### config.mk
export PLATFORM = sky130hd
export DESIGN_NAME = alu_sub8s_flat
export DESIGN_NICKNAME = d
export VERILOG_FILES = /design/src/rtl/alu_sub8s_if.sv /design/src/rtl/alu_sub8s.sv /design/src/flat_wrapper.sv
export SDC_FILE = /design/constraint.sdc
export NUM_CORES = 1
export LEC_CHECK = 0
export BUFFER_PORTS_ARGS = -buffer_cell sky130_fd_sc_hd__buf_2
export CELL_PAD_IN_SITES_DETAIL_PLACEMENT = 0
export CELL_PAD_IN_SITES_GLOBAL_PLACEMENT = 1
export CORE_MARGIN = 1
export CORE_UTILIZATION = 43
export DETAILED_ROUTE_END_ITERATION = 7
export PLACE_DENSITY_LB_ADDON = 0.05
export SLEW_MARGIN = 20
export SYNTH_ARGS = -nofsm -noshare
export SYNTH_HDL_FRONTEND = slang
export SYNTH_SLANG_ARGS = --single-unit
### constraint.sdc
create_clock -name clk -period 2.41 [get_ports clk]
set_input_delay 0.1205 -clock clk [delete_from_list [all_inputs] [get_ports clk]]
set_output_delay 0.1205 -clock clk [all_outputs]
set_load 0.05 [all_outputs]
### src/rtl/alu_sub8s_if.sv
// Operand/result bundle between the 8085 ALU sequencer and the bit-serial subtractor.
// The master issues start with operands; the slave returns busy/done, result and flags.
interface alu_sub8s_if #(
  parameter int DATAW = 8
);
  logic             start;
  logic [DATAW-1:0] iA;
  logic [DATAW-1:0] iB;
  logic             iC;
  logic             busy;
  logic             done;
  logic [DATAW-1:0] oS;
  logic             oC;
  logic             oH;
  logic             oZ;
  logic             oN;
  logic             oP;

  modport master (
    output start, iA, iB, iC,
    input  busy, done, oS, oC, oH, oZ, oN, oP
  );

  modport slave (
    input  start, iA, iB, iC,
    output busy, done, oS, oC, oH, oZ, oN, oP
  );
endinterface

### src/rtl/alu_sub8s.sv
// Bit-serial subtractor: operands shift LSB-first through one difference/borrow cell,
// producing the difference word plus 8085 CY/AC/Z/S/P flags once all bits are processed.
module alu_sub8s #(
  parameter int DATAW = 8
) (
  input  logic        clk,
  input  logic        rstn,
  alu_sub8s_if.slave  bus
);
  localparam int CW = $clog2(DATAW);

  typedef enum logic [1:0] {IDLE, SHIFT, DONE} state_t;

  state_t           r_state;
  state_t           w_next;
  logic [DATAW-1:0] r_a;
  logic [DATAW-1:0] r_b;
  logic [DATAW-1:0] r_res;
  logic [DATAW-1:0] r_s;
  logic [CW-1:0]    r_cnt;
  logic             r_br;
  logic             r_hTmp;
  logic             r_c;
  logic             r_h;
  logic             r_z;
  logic             r_n;
  logic             r_p;
  logic             w_load;
  logic             w_last;
  logic             w_d;
  logic             w_bo;
  logic [DATAW-1:0] w_resNext;

  assign w_load    = bus.start && ((r_state == IDLE) || (r_state == DONE));
  assign w_last    = (r_state == SHIFT) && (r_cnt == CW'(DATAW - 1));
  assign w_d       = r_a[0] ^ r_b[0] ^ r_br;
  assign w_bo      = (~r_a[0] & r_b[0]) | (~(r_a[0] ^ r_b[0]) & r_br);
  assign w_resNext = {w_d, r_res[DATAW-1:1]};

  always_ff @(posedge clk or negedge rstn) begin
    if (!rstn) r_state <= IDLE;
    else       r_state <= w_next;
  end

  always_comb begin
    w_next = r_state;
    case (r_state)
      IDLE:    if (bus.start) w_next = SHIFT;
      SHIFT:   if (w_last) w_next = DONE;
      DONE:    w_next = bus.start ? SHIFT : IDLE;
      default: w_next = IDLE;
    endcase
  end

  // Flags and result live in separate registers so partial sums never reach the outputs.
  always_ff @(posedge clk or negedge rstn) begin
    if (!rstn) begin
      r_a    <= '0;
      r_b    <= '0;
      r_res  <= '0;
      r_s    <= '0;
      r_cnt  <= '0;
      r_br   <= 1'b0;
      r_hTmp <= 1'b0;
      r_c    <= 1'b0;
      r_h    <= 1'b0;
      r_z    <= 1'b0;
      r_n    <= 1'b0;
      r_p    <= 1'b0;
    end else if (w_load) begin
      r_a   <= bus.iA;
      r_b   <= bus.iB;
      r_br  <= bus.iC;
      r_res <= '0;
      r_cnt <= '0;
    end else if (r_state == SHIFT) begin
      r_a   <= r_a >> 1;
      r_b   <= r_b >> 1;
      r_br  <= w_bo;
      r_res <= w_resNext;
      r_cnt <= r_cnt + CW'(1);
      if (r_cnt == CW'(3)) r_hTmp <= w_bo;
      if (w_last) begin
        r_s <= w_resNext;
        r_c <= w_bo;
        r_h <= r_hTmp;
        r_z <= (w_resNext == '0);
        r_n <= w_d;
        r_p <= ~^w_resNext;
      end
    end
  end

  assign bus.busy = (r_state == SHIFT);
  assign bus.done = (r_state == DONE);
  assign bus.oS   = r_s;
  assign bus.oC   = r_c;
  assign bus.oH   = r_h;
  assign bus.oZ   = r_z;
  assign bus.oN   = r_n;
  assign bus.oP   = r_p;
endmodule

### src/flat_wrapper.sv
// flat-port wrapper written by rule: the top's interface ports become plain ports
module alu_sub8s_flat 
#(
  parameter int DATAW = 8
)
  (clk, rstn, bus_start, bus_iA, bus_iB, bus_iC, bus_busy, bus_done, bus_oS, bus_oC, bus_oH, bus_oZ, bus_oN, bus_oP);
  alu_sub8s_if #(.DATAW(DATAW)) bus_i ();
  input  logic clk;
  input  logic rstn;
  input wire logic [$bits(bus_i.start)-1:0] bus_start;
  input wire logic [$bits(bus_i.iA)-1:0] bus_iA;
  input wire logic [$bits(bus_i.iB)-1:0] bus_iB;
  input wire logic [$bits(bus_i.iC)-1:0] bus_iC;
  output wire logic [$bits(bus_i.busy)-1:0] bus_busy;
  output wire logic [$bits(bus_i.done)-1:0] bus_done;
  output wire logic [$bits(bus_i.oS)-1:0] bus_oS;
  output wire logic [$bits(bus_i.oC)-1:0] bus_oC;
  output wire logic [$bits(bus_i.oH)-1:0] bus_oH;
  output wire logic [$bits(bus_i.oZ)-1:0] bus_oZ;
  output wire logic [$bits(bus_i.oN)-1:0] bus_oN;
  output wire logic [$bits(bus_i.oP)-1:0] bus_oP;
  assign bus_i.start = bus_start;
  assign bus_i.iA = bus_iA;
  assign bus_i.iB = bus_iB;
  assign bus_i.iC = bus_iC;
  assign bus_busy = bus_i.busy;
  assign bus_done = bus_i.done;
  assign bus_oS = bus_i.oS;
  assign bus_oC = bus_i.oC;
  assign bus_oH = bus_i.oH;
  assign bus_oZ = bus_i.oZ;
  assign bus_oN = bus_i.oN;
  assign bus_oP = bus_i.oP;
  alu_sub8s #(.DATAW(DATAW)) u_core (.clk(clk), .rstn(rstn), .bus(bus_i));
endmodule
* After elaboration in Yosys (flattened, before gate mapping)
Index checks and enable logic that the tools add are counted.
** Word-level totals
- Bits in registers :: 44
- Input bits :: 20
- Output and inout bits :: 15
- Logic and storage cells :: 52
** Cells by class
- Add/subtract/negate cells :: 1
- Equal/unequal tests :: 6
- Mux-type cells :: 14
- Bitwise gates (word level) :: 8
- Reductions and logical operators :: 10
** Operator list (count)
- 8-bit 2-to-1 mux :: 6
- 8-bit logical NOT :: 1
- 8-bit XNOR reduction :: 1
- 3-bit 2-to-1 mux :: 2
- 2-bit case mux with 3 select lines :: 1
- 3-bit AND reduction :: 2
- 2-bit 2-to-1 mux :: 2
- 3-bit by 1-bit adder with 3-bit output, second input constant :: 1
- 3-bit by 2-bit == test with 1-bit output, second input constant :: 1
- 3-bit == test, second input constant :: 1
- 1-bit 2-to-1 mux :: 3
- 1-bit NOT :: 3
- 1-bit AND :: 2
- 2-bit by 1-bit == test with 1-bit output, second input constant :: 1
- 2-bit == test, second input constant :: 1
- 1-bit logical AND :: 2
- 2-bit logical NOT :: 1
- 2-bit by 1-bit inequality test with 1-bit output, second input constant :: 1
- 2-bit inequality test, second input constant :: 1
- 2-bit AND reduction :: 1
- 2-bit nonzero test :: 1
- 1-bit XOR :: 2
- 1-bit logical OR :: 1
- 1-bit bitwise OR :: 1

* Logic depth before layout (Yosys ltp)
Gate-level depths: netlist (run 1).
- Depth in word-level cells :: 6
- Depth in mapped cells :: 7

* Least setup slack after synthesis (run 1)
No wires, ideal clock.
- Path kind :: register to register
- Start point :: register u_core.r_b[0]
- End point :: register u_core.r_p (netlist: u_core.bus.oP)
- Setup time :: 0.130 ns
- Arrival :: 1.593 ns
- Data required time :: 2.280 ns
- Path slack :: 0.686 ns
- Stages on the path, launching flop included :: 8
- Clock period less this slack :: 1.724 ns
- Path through :: dfrtp_1 inv_1 fa_1 inv_1 ha_1 xnor2_1 xnor2_1 o21ai_0
** On the way
- Word-level cells in the longest chain between the ends :: 3
** RTL lines
- from (decl) :: RTL line alu_sub8s.sv:17 : logic [DATAW-1:0] r_b;
- from (signal assigned) :: RTL line alu_sub8s.sv:72 : r_b <= bus.iB;
- from (signal assigned) :: RTL line alu_sub8s.sv:78 : r_b <= r_b >> 1;
- 1-bit XOR (2 in a row) :: RTL line alu_sub8s.sv:36 : assign w_d = r_a[0] ^ r_b[0] ^ r_br;
- net u_core.w_d :: RTL line alu_sub8s.sv:30 : logic w_d;
- 8-bit XNOR reduction :: RTL line alu_sub8s.sv:89 : r_p <= ~^w_resNext;
- to (signal assigned) :: RTL line alu_sub8s.sv:89
- to (decl) :: RTL line alu_sub8s.sv:27 : logic r_p;
The timed path passes the listed nets, and every way through them passes these cells.
A chain may end at the register's enable or synchronous reset.

* Worst setup path after layout (run 1)
Same ends and word-level chain as after synthesis.

==> out/summary.txt, run 1 <==
Pleak: 0.001144 uW
Initial DRC Count: 61
Commonest cells after routing, fill and taps aside: 42 x dfrtp_1, 34 x buf_2, 21 x a22o_1
Sequential-to-total area share from yosys stat: 0.5691
Post-synthesis adder-cell area fraction: 0.05827
Post-synthesis mux area share: 0.01220
Die area: 4561 sq um
Clk root buf: clkbuf_8
Distinct cells, synth: 31
Vias in the first global route: 1174
# H-tree levels: 2
Syn_nets: 178
Clock power frac: 0.138
Synth Cell Area: 1847 sq um
Fin nets: 214
Crit share post-route: 0.7399
Part of the power in registers: 0.367
Cell Count, Final, Fillers Out: 237
Initial Util: 0.4551
Maxcap violations: 0
Placed Cells: 228
Largest net degree at the start of global routing: 43
Fillcell total: 386
Postcts setup bufs: 0
WP data arrival: 1950 ps
Tot Pwr: 3267 uW
FF+latch count, synth: 42
CTS clock-pin slew for the worst setup and hold paths: 70 ps
Port-buffer cells: 34
CP Max Fanout: 2
Post-Synth XOR/XNOR Area: 0.01423
Multi-input gate area: 664.4 sq um
Antenna Cells: 0
Simple-gate share of the synthesized area: 0.05488
Worst hold slack: 57.71 ps
Post-Syn Instances: 150
GP Congestion: 0.6945
Max Root-Sink Buffers: 2
Global-route wire length before repair: 5.230 mm
All-Layer GR Usage: 0.1609
Core area: 4058 sq um
Syn Area/Cell: 12.31 sq um
Async SR Flop Fraction: 1.000
Final Hold Fails: 0
Drt wl/cell: 13.27 microns
Sw frac: 0.4183
P_sw: 1366 uW
Area grow syn2layout: 15.18%
Critical Path RT: 2580 ps
RSZ-0062 raised after global routing: false
Internal power: 1900 uW
Most common cell after layout, fill and taps aside: dfrtp_1
HP Class: in2reg
Clk_skew: 4.753 ps
DR DRC count: 0
Die Ht: 67.54 microns
TritonCTS clock tree: built
Slowest cell delay on critical path: 550 ps
Worst Path Buf+Inv: 2
Fmax: 0.5608 GHz
Fin crit period: 1783 ps
Status: finished clean
Fin. max-slew vios: 0
Final setup violation count: 0
Initial antenna violation count: 0
Final HPWL DP: 2.190 mm
Total number of vias: 1213
Complex-gate fraction of the synthesized area: 0.2202
Sink Count: 42
Critical path class: reg2reg
Critical Path Sink Type: flip-flop
Post-route ant nets: 0
Final wirelength: 3.146 mm
Fin Setup TNS: 0 ps
Storage element area: 1051 sq um
VDD IR max: 0.0007452 V
PwrDens: 1536 nW/um^2
# rows: 23
Layout cells sized above 1: 0.2888
CP cell instances: inv_1 -> fa_1 -> inv_1 -> ha_1 -> xnor2_1 -> xnor2_1 -> o21ai_0
Io pins: 35
Top delay family on crit path: adder cells
Number of synthesized flops with an enable pin: 0
Crit start category: flip-flop
Crit path max-delay cell type: fa_1
Largest family of logic cells by synthesized area: compound AO/OA/AOI/OAI gates
Ys flop type: dfrtp_1
Die X: 67.54 microns
Comb power frac: 0.495
Slew margin rel.: 0.3975
Avg Vias per Cell: 5.118
Ys Warns: 0
Pre-antenna DRT Iters: 4
Slew @ Worst Pin: 903.7 ps
Skew-Pair Late Insertion Delay: 290 ps
GRT Residual Overflow: 0
CTS Buf Count: 5
logic make-up (layout without fill, tap and decap cells):
kind of cell,after synthesis,count (layout)
AND/OR/NAND/NOR,19,19
AO/OA/AOI/OAI,53,53
buffers and inverters,23,60
flip-flops,42,42
XOR/XNOR,3,3
multiplexers,2,2
adder cells (fa/ha/maj),8,8
timing repair:
action / CTS / global route
resized for setup: 0 / 0
endpoints found under the hold margin: 36 / 0
hold buffers: 1 / 0
routing by layer:
| metal | global-route usage | vias to the layer above | routed length (microns) |
|---|---|---|---|
| met5 | 0 | - | 0 |
| met2 | 0.2537 | 34 | 1470 |
| li1 | - | 598 | - |
| met1 | 0.1972 | 577 | 1457 |
| met3 | 0.05068 | 4 | 158 |
| met4 | 0.07979 | 0 | 59 |
through the flow:
| stage | cell area (sq um) | utilization | worst slack, ps |
|---|---|---|---|
| after floorplan | 1847 | - | 686.4 |
| after global placement | 2026 | 0.4992 | 655.2 |
| after detailed placement | 2026 | 0.4992 | 628.6 |
| after CTS | 2127 | 0.5242 | 607.3 |
| after global routing | 2127 | 0.5242 | 496.8 |
| final | 2127 | 0.5242 | 626.9 |
state kept, by name, summed over array words and instances (netlist names):
name / count
u_core.bus.oH: 1
u_core.bus.oS: 8
u_core.r_cnt: 3
u_core.r_a: 8
u_core.bus.oC: 1
u_core.r_hTmp: 1
u_core.r_b: 8
u_core.bus.oP: 1
u_core.bus.oZ: 1
u_core.r_br: 1
u_core.r_res: 7
u_core.r_state: 2
area by class of cell:
type / instances / share of cell area
repair buffers: 38 / 0.09529
clock buffers: 7 / 0.04059
inverters: 14 / 0.02588
multi-input cells: 85 / 0.3124
well taps: 50 / 0.02941
clock inverters: 1 / 0.002353
flip-flops and latches: 42 / 0.4941
synth_stat cells, types with 2 or more instances:
cell | count | area (sq um)
mux2_2 | 2 | 22.52
a21o_1 | 13 | 97.59
inv_1 | 13 | 48.80
a22o_2 | 2 | 20.02
o21ai_0 | 12 | 60.06
xnor2_1 | 2 | 17.52
clkbuf_1 | 2 | 7.510
buf_4 | 2 | 15.01
a22o_1 | 21 | 183.9
dfrtp_1 | 42 | 1051
nand2_1 | 11 | 41.29
ha_1 | 7 | 87.58
buf_6 | 3 | 33.78
power groups by stage:
stage	clock network (uW)	logic, uW	registers, uW
floorplan	0	1100	1470
global placement	0	1610	1200
detailed placement	0	1640	1210
CTS	475	1650	1200
global route	500	1800	1250
finish	452	1620	1200
worst register-to-register path: cells and delay by family (launching register included):
kind,cells,cell delay (ps)
DFF,1,330
adders and majority gates,2,850
xor gates and xnor gates,2,300
AOI/OAI and AO/OA,1,80
buffers and inverters,2,120
path summary, 6_finish.rpt:
check / slack, ps / depth (start not counted) / to / start
setup reg to reg: 630 / 7 / u_core.bus.oP / u_core.r_b[0]
max in group asynchronous: 1350 / 2 / u_core.bus.oS[2] / rstn
setup / recovery: 630 / 7 / u_core.bus.oP / u_core.r_b[0]
hold reg to reg: 480 / 2 / u_core.bus.oC / u_core.bus.oC
hold / removal: 60 / 2 / u_core.r_a[7] / bus_iA[7]
min in group asynchronous: 500 / 2 / u_core.bus.oC / rstn
No activity file was read; power rests on OpenSTA's default activity.
==> run 2, diff against run 1 <==
Settings changed: ABC_AREA from default to 1, CORE_UTILIZATION 43 to 37.
Clock period 2.41 ns to 1.6 ns, I/O delays scaled along.
==> run 2 against run 1 <==
Against the previous run: the run now ends with setup timing left; non-clock buffer count rose by 11; sequential power increased by 46%; die area rose by 20%; utilization fell by 3.7 points; global-route usage decreased by 1.3 points; cell count is 35% higher; count of clock-buffer cells in the layout down 1; routed wire length rose by 17%; worst hold slack worse by 42 ps; critical path type unchanged; critical endpoint unchanged.
==> out/summary.txt, run 2 <==
Die Ht: 73.96 microns
Die area: 5469 sq um
Tot Pwr: 5405 uW
Antenna Cells: 0
Post-route ant nets: 0
FF+latch count, synth: 42
Initial DRC Count: 53
Syn_nets: 231
Largest cells by area after synthesis: dfrtp_1 55%, nand2_1 15%, ha_1 4.6%
Fin Setup TNS: -39.88 ps
Top cells by count, synth: 75 x nand2_1, 42 x dfrtp_1, 20 x inv_1, 12 x nand3_1, 10 x o21ai_2
Largest net degree at the start of global routing: 24
Worst Setup SP: u_core.r_br
Avg Vias per Cell: 4.470
Critical Path RT: 1840 ps
CP cell instances: inv_2 -> fa_1 -> inv_2 -> ha_4 -> inv_1 -> nand2_1 -> nand2_1 -> nand2_1 -> nand3_1 -> nand2_1
Syn Area/Cell: 9.436 sq um
TritonCTS clock tree: built
PwrDens: 2288 nW/um^2
Final wirelength: 3.695 mm
Hold path start: bus_iB[0]
Crit share post-route: 1.025
Top delay family on crit path: adder cells
Vias in the first global route: 1296
Initial antenna violation count: 0
Top cell type's share of synthesized area: 0.5487
Yosys top cell by area: dfrtp_1
# rows: 25
Async SR Flop Fraction: 1.000
All-Layer GR Usage: 0.1475
DR DRC count: 0
WP data arrival: 1880 ps
Final Hold Fails: 0
Fin crit period: 1640 ps
Ys flop type: dfrtp_1
Core area: 4848 sq um
Clk_skew: 11.32 ps
Synth Cell Area: 1916 sq um
Most common cell after layout, fill and taps aside: nand2_1
Max Root-Sink Buffers: 2
GP Congestion: 0.7218
Pre-antenna DRT Iters: 4
Pleak: 0.001223 uW
Crit start category: flip-flop
RSZ-0062 raised after global routing: true
Maxcap violations: 0
Clk root buf: clkbuf_8
Layout cells sized above 1: 0.2857
Port-buffer cells: 34
Slew @ Worst Pin: 467.3 ps
CTS Buf Count: 5
Ys Warns: 0
Io pins: 35
Crit path max-delay cell type: fa_1
# H-tree levels: 2
Top Usage Layer GRT: met2
Skew-Pair Late Insertion Delay: 290 ps
Fin nets: 279
Die X: 73.96 microns
Sink Count: 42
Grt met3 use: 0.04743
Fin. max-slew vios: 0
Critical path class: reg2reg
HP Class: in2reg
Most frequent cell after synthesis: nand2_1
Worst Path Buf+Inv: 3
Fmax: 0.6098 GHz
Routing usage on met2: 0.2283
Drt wl/cell: 11.58 microns
GRT Residual Overflow: 0
CP Max Fanout: 3
VDD IR max: 0.001002 V
Crit-path most repeated cell: nand2_1
Worst hold slack: 15.92 ps
Sequential-to-total area share from yosys stat: 0.5487
Reg2reg start: u_core.r_br
Area grow syn2layout: 23.32%
Violated checks: setup timing
Status: complete, but fails checks
Final setup margin: -39.88 ps
Distinct cells, synth: 25
Number of synthesized flops with an enable pin: 0
Final setup violation count: 1
Critical Path Sink Type: flip-flop
Slowest cell delay on critical path: 550 ps
Post-Syn Instances: 203
Total number of vias: 1426
Commonest cells after routing, fill and taps aside: 75 x nand2_1, 42 x dfrtp_1, 34 x buf_2
Slew margin rel.: 0.6884
Initial Util: 0.3951
Met1 Use GR: 0.1954
Final HPWL DP: 2.690 mm
Global-route wire length before repair: 5.975 mm
CTS clock-pin slew for the worst setup and hold paths: 90 ps
==> run 2: changes by cell type after synthesis, sizes merged, moves of 2 or more <==
cell	before	now
o211ai	0	4
a22o	23	0
nand2	11	79
nand3	0	12
inv	14	23
o22ai	0	8
a21o	13	0
mux2	2	0
a221o	2	0
==> run 2: metal layers <==
metal | up-vias | share of wire
li1 | 739 | -
met1 | 661 | 0.49
met2 | 24 | 0.47
met3 | 2 | 0.035
met4 | 0 | 0.0060
met5 | - | 0
==> run 2: worst paths after layout <==
path                                         end  slack [ps]  depth (start not counted)
worst max-delay path               u_core.bus.oP         -40                         10
worst min-delay path               u_core.r_b[0]          20                          3
worst max register to register     u_core.bus.oP         -40                         10
worst min register to register  u_core.bus.oS[3]         480                          2
max in group asynchronous          u_core.r_a[5]         840                          3
min in group asynchronous       u_core.bus.oS[7]         270                          2
==> run 2: power by group <==
group,internal [uW],switching [uW],leakage (uW)
logic,1020,1920,0.000645
registers,1540,214,0.000530
clock network,347,358,0.0000472
total,2910,2490,0.00122
==> run 2: cell type report <==
| class | count | area [sq um] |
|---|---|---|
| Sequential cell | 42 | 1051 |
| Timing Repair Buffer | 49 | 327.8 |
| Fill cell | 478 | 2486 |
| Inverter | 23 | 91.34 |
| Clock inverter | 2 | 12.51 |
| Clock buffer | 6 | 82.58 |
| Multi-Input combinational cell | 130 | 713.2 |
| Tap cell | 67 | 83.83 |
==> run 2: worst min-delay path, delay by kind of cell <==
kind | cells | cell delay, ps
AOI/OAI and AO/OA | 1 | 70
and+or+nand+nor | 1 | 60
buffers and inverters | 1 | 70
==> run 2: logic make-up after synthesis <==
group                      after synthesis  synth area share
AOI/OAI and AO/OA                       26            0.1006
and+or+nand+nor                         95            0.2044
buffers and inverters                   31           0.08556
DFF                                     42            0.5487
adders and majority gates                8           0.05617
xor gates and xnor gates                 1          0.004573
==> run 2: per-stage QoR <==
stage	setup WS, ps	area [sq um]	cells	util
global placement	-10.30	2187	303	0.4511
finish	-39.88	2362	319	0.4872
global route	-124.5	2362	319	0.4872
floorplan	3.240	1928	203	-
detailed placement	-84.23	2187	303	0.4511
CTS	-58.97	2362	319	0.4872
==> run 2: timing repair <==
item | CTS | global route
endpoints found under the setup margin | 1 | 1
hold buffers | 8 | 0
pin swaps | 1 | 0
endpoints found under the hold margin | 26 | 0
buffers inserted | 0 | 0
resized for setup | 2 | 1
==> run 3, diff against run 2 <==
Settings changed: ABC_CLOCK_PERIOD_IN_PS from default to 1600, REMOVE_ABC_BUFFERS from default to 1.
==> run 3 against run 2 <==
Against the previous run: the run still ends with setup timing left; register-to-register slack lost 20 ps; maximum frequency shrank 1.2%; critical path depth shrank 1; worst hold slack lost 12 ps; worst setup slack lost 20 ps; die area is the same; first-iteration DRC count grew 55%; sequential power is essentially flat; total power grew 3.5%; routed wire length grew 5.4%; flip-flop and latch count is the same.
==> out/summary.txt, run 3 (same netlist as run 2, synthesis figures left out) <==
Status: complete, but fails checks
Violated checks: setup timing
Tot Pwr: 5595 uW
Initial DRC Count: 82
Final setup violation count: 1
Slew @ Worst Pin: 527.1 ps
Avg Vias per Cell: 4.553
Fin. max-slew vios: 0
Reg2reg start: u_core.r_b[0]
Final Hold Fails: 0
Io pins: 35
Crit start category: flip-flop
CP Max Fanout: 3
Post-route ant nets: 0
Max Root-Sink Buffers: 2
Fillcell total: 494
Antenna Cells: 0
R2R Setup Slk: -60 ps
Initial antenna violation count: 0
Core area: 4848 sq um
Hold EP: u_core.r_a[4]
Most common cell after layout, fill and taps aside: nand2_1
Die Ht: 73.96 microns
CTS clock-pin slew for the worst setup and hold paths: 90 ps
Pre-antenna DRT Iters: 4
Die area: 5469 sq um
Critical path class: reg2reg
All-Layer GR Usage: 0.1661
Crit-path most repeated cell: nand2_1
Final wirelength: 3.895 mm
Die X: 73.96 microns
Layout cells sized above 1: 0.2908
Hold path cells: 3
Final HPWL DP: 2.718 mm
# rows: 25
Area grow syn2layout: 23.64%
RSZ-0062 raised after global routing: true
Vias in the first global route: 1451
Storage element area: 1051 sq um
Global-route wire length before repair: 6.782 mm
Largest net degree at the start of global routing: 23
Crit path max-delay cell type: fa_1
Clk_skew: 9.463 ps
Drt wl/cell: 12.25 microns
GRT Residual Overflow: 0
Fmax: 0.6024 GHz
Fin crit period: 1660 ps
Reg-to-Reg End: u_core.bus.oP
Multi-input gate area: 713.2 sq um
Fin nets: 278
Slowest cell delay on critical path: 560 ps
Fin Setup TNS: -59.91 ps
Critical Path Sink Type: flip-flop
Reg2reg path depth: 9
VDD IR max: 0.001168 V
WP data arrival: 1860 ps
TritonCTS clock tree: built
Dpl ws: -171.3 ps
Initial Util: 0.3951
Total number of vias: 1448
Cell Count, Final, Fillers Out: 318
PwrDens: 2362 nW/um^2
GP Congestion: 0.7313
Slew margin rel.: 0.6486
Skew-Pair Late Insertion Delay: 300 ps
Sink Count: 42
Crit share post-route: 1.037
Placed Cells: 304
CTS Buf Count: 5
# H-tree levels: 2
Clk root buf: clkbuf_8
Commonest cells after routing, fill and taps aside: 75 x nand2_1, 42 x dfrtp_1, 34 x buf_2
Critical Path RT: 1800 ps
Maxcap violations: 0
CP cell instances: inv_2 -> fa_1 -> inv_2 -> ha_4 -> nand2_1 -> nand2_1 -> nand2_1 -> nand3_1 -> nand2_1
DR DRC count: 0
Final setup margin: -59.91 ps
Pleak: 0.001222 uW
Port-buffer cells: 34
HP Class: in2reg
Hold path start: bus_iA[4]
[run 3: changes by cell type in the layout (fill, tap and decap cells not counted), sizes merged]
cell	previous run	this run
dlygate4sd3	8	6
bufinv	0	1
clkinvlp	1	2
buf	41	42
clkinv	1	0
clkbuf	6	5
[run 3: worst max-delay path, delay by kind of cell, from the launching register on]
| kind | cells | cell delay (ps) |
|---|---|---|
| buf+inv | 2 | 110 |
| fa+ha+maj | 2 | 830 |
| simple gates | 5 | 280 |
| flops | 1 | 350 |
[run 3: worst max-delay path by stage]
| stage | start | depth (start not counted) | to | slack (ps) |
|---|---|---|---|---|
| floorplan | u_core.r_b[0] | 10 | u_core.bus.oP | -80 |
| global placement | u_core.r_b[0] | 10 | u_core.bus.oP | -100 |
| CTS | u_core.r_a[0] | 9 | u_core.bus.oP | -60 |
| detailed placement | u_core.r_b[0] | 10 | u_core.bus.oP | -170 |
| finish | u_core.r_b[0] | 9 | u_core.bus.oP | -60 |
| global route | u_core.r_b[0] | 9 | u_core.bus.oP | -160 |
[run 3: power by group]
group	internal, uW	leakage (uW)	switching, uW
registers	1540	0.000530	217
logic	1040	0.000641	1950
clock network	464	0.0000504	382
total	3050	0.00122	2550
[run 3: timing repair]
| item | CTS | global route |
|---|---|---|
| setup buffers | 0 | 0 |
| hold buffers | 6 | 0 |
| hold endpoints to repair | 25 | 0 |
| pin swaps | 4 | 2 |
| gates cloned | 0 | 0 |
| setup endpoints to repair | 1 | 1 |
| gates resized for setup | 3 | 1 |
[run 3: through the flow]
step	hold slack, ps	instance area, sq um	utilization
after global placement	68.99	2182	0.4501
after global routing	8.265	2369	0.4885
after CTS	0.6837	2369	0.4885
after detailed placement	85.38	2182	0.4501
after floorplan	-215.6	1843	-
final	4.079	2369	0.4885
[run 3: area by class of cell]
type                       instances  area share
timing repair buffer              48      0.1331
clock buffer                       5     0.02905
multi-input combinational        130      0.3011
inverter                          23     0.03856
sequential                        42      0.4437
tap                               67     0.03539
clock inverter                     3     0.01902
[run 3: metal layers]
metal | GRT usage | share of wire | vias to the layer above
met1 | 0.2288 | 0.51 | 677
met5 | 0 | 0 | -
met2 | 0.2515 | 0.42 | 32
li1 | - | - | 734
met3 | 0.04743 | 0.059 | 5
met4 | 0.05769 | 0.013 | 0
